## src/rtl/uart_cmd_assembler_if.sv

```systemverilog
// uart_cmd_assembler_if
//   Bundles the byte-side and command-side handshakes of uart_cmd_assembler.
//
//   Handshake semantics (both sides are level/acknowledge style):
//     - rx_rdy is a level held by the receiver until it sees clr_rx_rdy; a byte
//       is transferred on the rising clk edge of any cycle with rx_rdy=1, and
//       clr_rx_rdy=1 in that same cycle tells the receiver to drop rx_rdy.
//     - cmd_rdy is a level held by the assembler until the consumer pulses
//       clr_cmd_rdy; cmd is valid whenever cmd_rdy=1.
//
//   Signals:
//     rx_data[7:0], rx_rdy   : byte stream from the UART receiver
//     clr_rx_rdy             : byte acknowledge back to the receiver
//     cmd[15:0], cmd_rdy     : assembled command and its valid flag
//     clr_cmd_rdy            : consumer acknowledge
//     cmd_ovr                : sticky overrun flag
//     cmd_to                 : one-cycle inter-byte timeout pulse
//     state_dbg              : FSM state (0 = waiting for high byte, 1 = low)
//
//   Modports: master = environment (receiver + consumer), slave = assembler.
interface uart_cmd_assembler_if;
  logic [7:0]  rx_data;
  logic        rx_rdy;
  logic        clr_rx_rdy;
  logic [15:0] cmd;
  logic        cmd_rdy;
  logic        clr_cmd_rdy;
  logic        cmd_ovr;
  logic        cmd_to;
  logic        state_dbg;

  modport master (
    output rx_data, rx_rdy, clr_cmd_rdy,
    input  clr_rx_rdy, cmd, cmd_rdy, cmd_ovr, cmd_to, state_dbg
  );

  modport slave (
    input  rx_data, rx_rdy, clr_cmd_rdy,
    output clr_rx_rdy, cmd, cmd_rdy, cmd_ovr, cmd_to, state_dbg
  );
endinterface

```

## src/rtl/uart_cmd_assembler.sv

```systemverilog
// uart_cmd_assembler
//   Assembles pairs of received UART bytes (high byte first) into 16-bit
//   commands, acknowledging each byte to the receiver, holding the finished
//   command with a cmd_rdy/clr_cmd_rdy handshake and flagging overruns.
//
//   Optional build macro: CMD_TIMEOUT_EN
//     When defined, a stray high byte is discarded after TIMEOUT clocks in the
//     LOW state without a second byte, and cmd_to pulses for one cycle.
//     When undefined, LOW waits indefinitely and cmd_to is tied to 0.
//
//   Parameters:
//     TIMEOUT : clocks allowed in LOW before discarding (CMD_TIMEOUT_EN only)
//   Ports:
//     clk     : clock
//     rst_n   : asynchronous active-low reset
//     bus     : uart_cmd_assembler_if.slave (see interface file for signals)
module uart_cmd_assembler #(
  parameter int TIMEOUT = 52080
) (
  input logic                  clk,
  input logic                  rst_n,
  uart_cmd_assembler_if.slave  bus
);

  typedef enum logic {HIGH = 1'b0, LOW = 1'b1} state_t;

  state_t      state;
  logic [7:0]  hi_byte;
  logic [15:0] cmd_q;
  logic        cmd_rdy_q;
  logic        cmd_ovr_q;

`ifdef CMD_TIMEOUT_EN
  localparam logic [15:0] TERM_CNT = 16'(TIMEOUT - 1);
  logic [15:0] to_cnt;
  logic        cmd_to_q;
`endif

  // The receiver drops rx_rdy on the edge after it sees the acknowledge, so
  // echoing the level acknowledges every byte in the cycle it is sampled.
  assign bus.clr_rx_rdy = bus.rx_rdy & rst_n;

  assign bus.cmd       = cmd_q;
  assign bus.cmd_rdy   = cmd_rdy_q;
  assign bus.cmd_ovr   = cmd_ovr_q;
  assign bus.state_dbg = (state == LOW);

`ifdef CMD_TIMEOUT_EN
  assign bus.cmd_to = cmd_to_q;
`else
  assign bus.cmd_to = 1'b0;
`endif

  // High-byte holding register; a stale value is never used because LOW is
  // only entered by loading it.
  always_ff @(posedge clk) begin
    if (state == HIGH && bus.rx_rdy) begin
      hi_byte <= bus.rx_data;
    end
  end

  always_ff @(posedge clk or negedge rst_n) begin
    if (!rst_n) begin
      state     <= HIGH;
      cmd_q     <= 16'h0000;
      cmd_rdy_q <= 1'b0;
      cmd_ovr_q <= 1'b0;
`ifdef CMD_TIMEOUT_EN
      to_cnt    <= 16'd0;
      cmd_to_q  <= 1'b0;
`endif
    end else begin
`ifdef CMD_TIMEOUT_EN
      cmd_to_q <= 1'b0;
`endif
      // Clear first so that a command completing in the same cycle wins.
      if (bus.clr_cmd_rdy) begin
        cmd_rdy_q <= 1'b0;
        cmd_ovr_q <= 1'b0;
      end

      case (state)
        HIGH: begin
          if (bus.rx_rdy) begin
            state <= LOW;
`ifdef CMD_TIMEOUT_EN
            to_cnt <= 16'd0;
`endif
          end
        end

        LOW: begin
          if (bus.rx_rdy) begin
            cmd_q     <= {hi_byte, bus.rx_data};
            cmd_rdy_q <= 1'b1;
            // cmd_ovr can only be set while cmd_rdy is set, so the overrun
            // condition alone decides the new value.
            if (cmd_rdy_q) begin
              cmd_ovr_q <= 1'b1;
            end
            state <= HIGH;
`ifdef CMD_TIMEOUT_EN
          end else if (to_cnt == TERM_CNT) begin
            state    <= HIGH;
            to_cnt   <= 16'd0;
            cmd_to_q <= 1'b1;
          end else begin
            to_cnt <= to_cnt + 16'd1;
`endif
          end
        end

        default: state <= HIGH;
      endcase
    end
  end

endmodule

```

## src/flat_wrapper.sv

```systemverilog
// flat-port wrapper written by rule: the top's interface ports become plain ports
module uart_cmd_assembler_flat 
#(
  parameter int TIMEOUT = 52080
)
  (clk, rst_n, bus_rx_data, bus_rx_rdy, bus_clr_cmd_rdy, bus_clr_rx_rdy, bus_cmd, bus_cmd_rdy, bus_cmd_ovr, bus_cmd_to, bus_state_dbg);
  uart_cmd_assembler_if bus_i ();
  input logic clk;
  input logic rst_n;
  input wire logic [$bits(bus_i.rx_data)-1:0] bus_rx_data;
  input wire logic [$bits(bus_i.rx_rdy)-1:0] bus_rx_rdy;
  input wire logic [$bits(bus_i.clr_cmd_rdy)-1:0] bus_clr_cmd_rdy;
  output wire logic [$bits(bus_i.clr_rx_rdy)-1:0] bus_clr_rx_rdy;
  output wire logic [$bits(bus_i.cmd)-1:0] bus_cmd;
  output wire logic [$bits(bus_i.cmd_rdy)-1:0] bus_cmd_rdy;
  output wire logic [$bits(bus_i.cmd_ovr)-1:0] bus_cmd_ovr;
  output wire logic [$bits(bus_i.cmd_to)-1:0] bus_cmd_to;
  output wire logic [$bits(bus_i.state_dbg)-1:0] bus_state_dbg;
  assign bus_i.rx_data = bus_rx_data;
  assign bus_i.rx_rdy = bus_rx_rdy;
  assign bus_i.clr_cmd_rdy = bus_clr_cmd_rdy;
  assign bus_clr_rx_rdy = bus_i.clr_rx_rdy;
  assign bus_cmd = bus_i.cmd;
  assign bus_cmd_rdy = bus_i.cmd_rdy;
  assign bus_cmd_ovr = bus_i.cmd_ovr;
  assign bus_cmd_to = bus_i.cmd_to;
  assign bus_state_dbg = bus_i.state_dbg;
  uart_cmd_assembler #(.TIMEOUT(TIMEOUT)) u_core (.clk(clk), .rst_n(rst_n), .bus(bus_i));
endmodule
```

## config.mk

```make
export PLATFORM = sky130hd
export DESIGN_NAME = uart_cmd_assembler_flat
export DESIGN_NICKNAME = d
export VERILOG_FILES = /design/src/rtl/uart_cmd_assembler_if.sv /design/src/rtl/uart_cmd_assembler.sv /design/src/flat_wrapper.sv
export SDC_FILE = /design/constraint.sdc
export NUM_CORES = 1
export LEC_CHECK = 0
export BUFFER_PORTS_ARGS = -buffer_cell sky130_fd_sc_hd__buf_2
export CAP_MARGIN = 20
export CORE_MARGIN = 2
export CORE_UTILIZATION = 48
export DETAILED_ROUTE_END_ITERATION = 10
export PLACE_DENSITY = 0.76
export SETUP_SLACK_MARGIN = 0.02
export SYNTH_ARGS = -nofsm -noshare
export SYNTH_HDL_FRONTEND = slang
export SYNTH_SLANG_ARGS = --single-unit
```

## constraint.sdc

```tcl
create_clock -name clk -period 1.76 [get_ports clk]
set_input_delay 0.176 -clock clk [delete_from_list [all_inputs] [get_ports clk]]
set_output_delay 0.176 -clock clk [all_outputs]
set_load 0.005 [all_outputs]
```

==> results.tsv <==
stage	metric	value	unit
timing	tns	0	ps
pwr	p_int	1.42	mW
place	dpl.hpwl	1.12	mm
synth	syn-num-nets	71	
worst_hold_path	hp-class	in2reg	
timing	hold_viol	0	
critical_path	cp-start-kind	flip-flop	
drt	wl_per_cell	13.4	um
timing	rsz0062_at_grt	no	
pwr	peakVddDrop	0.849	mV
global_routing	overflow	0	
global_routing	grt_pass1_wl	2.65	mm
synth	synth.avg_cell_area	18.2	um2
cts	post_cts_buffers	0	
cts	clk_latency	310	ps
cts	cts_buffer_depth	2	
cts	hold_buffers	1	
die	chipHeight	50.5	um
drt	firstDrtPassIters	3	
synth	synth-seq-cells	27	
global_routing	grt_max_degree	20	
timing	period_share	0.746	
synth	yosys_warnings	0	
timing	fin_worst_skew	7.12	ps
cts	cts-root-buf	clkbuf_4	
global_routing	grt_util_met3	0.0268	
place	gp_congestion	0.659	
global_routing	top_usage_layer	met2	
global_routing	met2_usage	0.221	
critical_path	critPathArrivalTime	1520	ps
cts	cts_resized	0	
finish	fill_cells	167	
global_routing	antenna_found_initial	0	
finish	layout-drive-gt1-share	0.565	
pwr	p_switching	0.540	mW
place	numPortBuffers	31	
drt	drt_iter0_drc	5	
timing	finalWorstSetupSlack	448	ps
cts	tritoncts	built	
drt	viasPerCell	4.65	
synth	synthCells	57	
finish	layout.nets	107	
pwr	seqPwrFrac	0.523	
global_routing	grt_pass1_vias	562	
job	maxCapViolCount	0	
die	coreArea	2000	um2
pwr	leakage	0.595	nW
die	start_util	0.518	
drt	num_vias	553	
cts	cts_inserted_buffers	3	
pwr	switching_share	0.276	
critical_path	end_kind	flip-flop	
critical_path	crit_required	1960	ps
die	dieArea	2550	um2
finish	antenna_cells	0	
cts	cts_num_sinks	27	
pwr	power_frac_clock	0.128	
critical_path	crit_fanout	16	
cts	htreeDepth	1	
timing	hold_ws	46.4	ps
timing	min_period	1310	ps
die	row_count	16	
die	dieWidth	50.5	um
drt	wirelength	1.60	mm
synth	synth_area	1040	um2
synth	synth.distinct_cells	14	
synth	synth-seq-area-share	0.690	
pwr	p_per_area	1580	nW/um2
pwr	pwr-share-comb	0.349	
timing	setup_viol	0	
global_routing	globalRouteMet1Util	0.201	
finish	syn2layout_area_growth	19.4	%
timing	report.final.slew_viol_count	0	
die	io_pins	33	
critical_path	critical_path_class	reg2reg	
drt	antenna_left	0	
drt	drcViolationCount	0	
place	pre_cts_slack	468	ps
cts	path_clk_slew	130	ps
timing	fmax	0.762	GHz
global_routing	track_usage	0.143	
status	status	completed	
==> per-layer routing <==
| layer | share of wire | wire length [um] |
|---|---|---|
| met3 | 0.061 | 97 |
| met4 | 0 | 0 |
| met1 | 0.47 | 743 |
| met5 | 0 | 0 |
| met2 | 0.47 | 754 |
==> critical path, stage by stage (launching register included) <==
cell     delay, ps
dfrtp_1        410
ha_1           150
buf_4          270
mux2_2         370
==> path summary, 6_finish.rpt <==
path	from	to	slack (ps)	depth (start not counted)
min in group asynchronous	rst_n	u_core.bus.cmd[3]	380	3
max	u_core.bus.state_dbg	u_core.bus.cmd[14]	450	3
max in group asynchronous	rst_n	u_core.bus.cmd[8]	1180	3
min reg2reg	u_core.hi_byte[5]	u_core.bus.cmd[13]	490	1
max reg2reg	u_core.bus.state_dbg	u_core.bus.cmd[14]	450	3
min	bus_rx_data[2]	u_core.hi_byte[2]	50	1
==> layout make-up <==
class | count | area [um2] | area share
flip-flops and latches | 27 | 716 | 0.578
multi-input cells | 23 | 268 | 0.216
well taps | 27 | 33.8 | 0.0273
inverters | 4 | 15.0 | 0.0121
repair buffers | 34 | 180 | 0.145
clock buffers | 4 | 26.3 | 0.0212
==> per-stage QoR <==
step                 util  cells  total power, mW  instance area, um2
detailed placement  0.601    114             1.73                1200
finish              0.619    119             1.96                1240
floorplan               -     57             1.47                1040
CTS                 0.619    119             2.00                1240
global placement    0.601    114             1.70                1200
global route        0.619    119             2.10                1240
==> cell usage after synthesis (all sizes together) <==
library cell,n,area [um2]
ha,2,25.0
inv,4,15.0
buf,3,38.8
dfrtp,19,475
and2,1,6.26
mux2,16,218
edfxtp,8,240
o22ai,1,6.26
nand2,1,3.75
o21ai,1,5.00
conb,1,3.75
==> flip-flops by register name, indices dropped and copies added, names as in the netlist <==
register / flops
u_core.bus.state_dbg: 1
u_core.bus.cmd_rdy: 1
u_core.bus.cmd: 16
u_core.bus.cmd_ovr: 1
u_core.hi_byte: 8
==> logic make-up after synthesis <==
logic type / after synthesis / share of synthesized area
AO/OA/AOI/OAI: 2 / 0.0109
adder cells (fa/ha/maj): 2 / 0.0241
buffers and inverters: 7 / 0.0519
flip-flops: 27 / 0.690
multiplexers: 16 / 0.210
other: 1 / 0.00362
AND/OR/NAND/NOR: 2 / 0.00965
==> placed cells by master (no fill, tap or decap) <==
master / n
and2_1: 1
buf_2: 31
buf_4: 2
clkbuf_1: 1
clkbuf_4: 3
conb_1: 1
dfrtp_1: 19
dlygate4sd3_1: 1
edfxtp_1: 8
ha_1: 2
inv_1: 4
mux2_2: 6
mux2_4: 10
nand2_1: 1
o21ai_0: 1
o22ai_1: 1
==> power groups by stage <==
stage | registers [mW] | clock network (mW) | logic, mW
CTS | 1.03 | 0.267 | 0.700
global placement | 1.03 | 0 | 0.677
detailed placement | 1.04 | 0 | 0.691
floorplan | 1.05 | 0 | 0.413
finish | 1.02 | 0.250 | 0.683
global route | 1.07 | 0.288 | 0.748
Note: power is estimated with default switching activity, not from simulation.
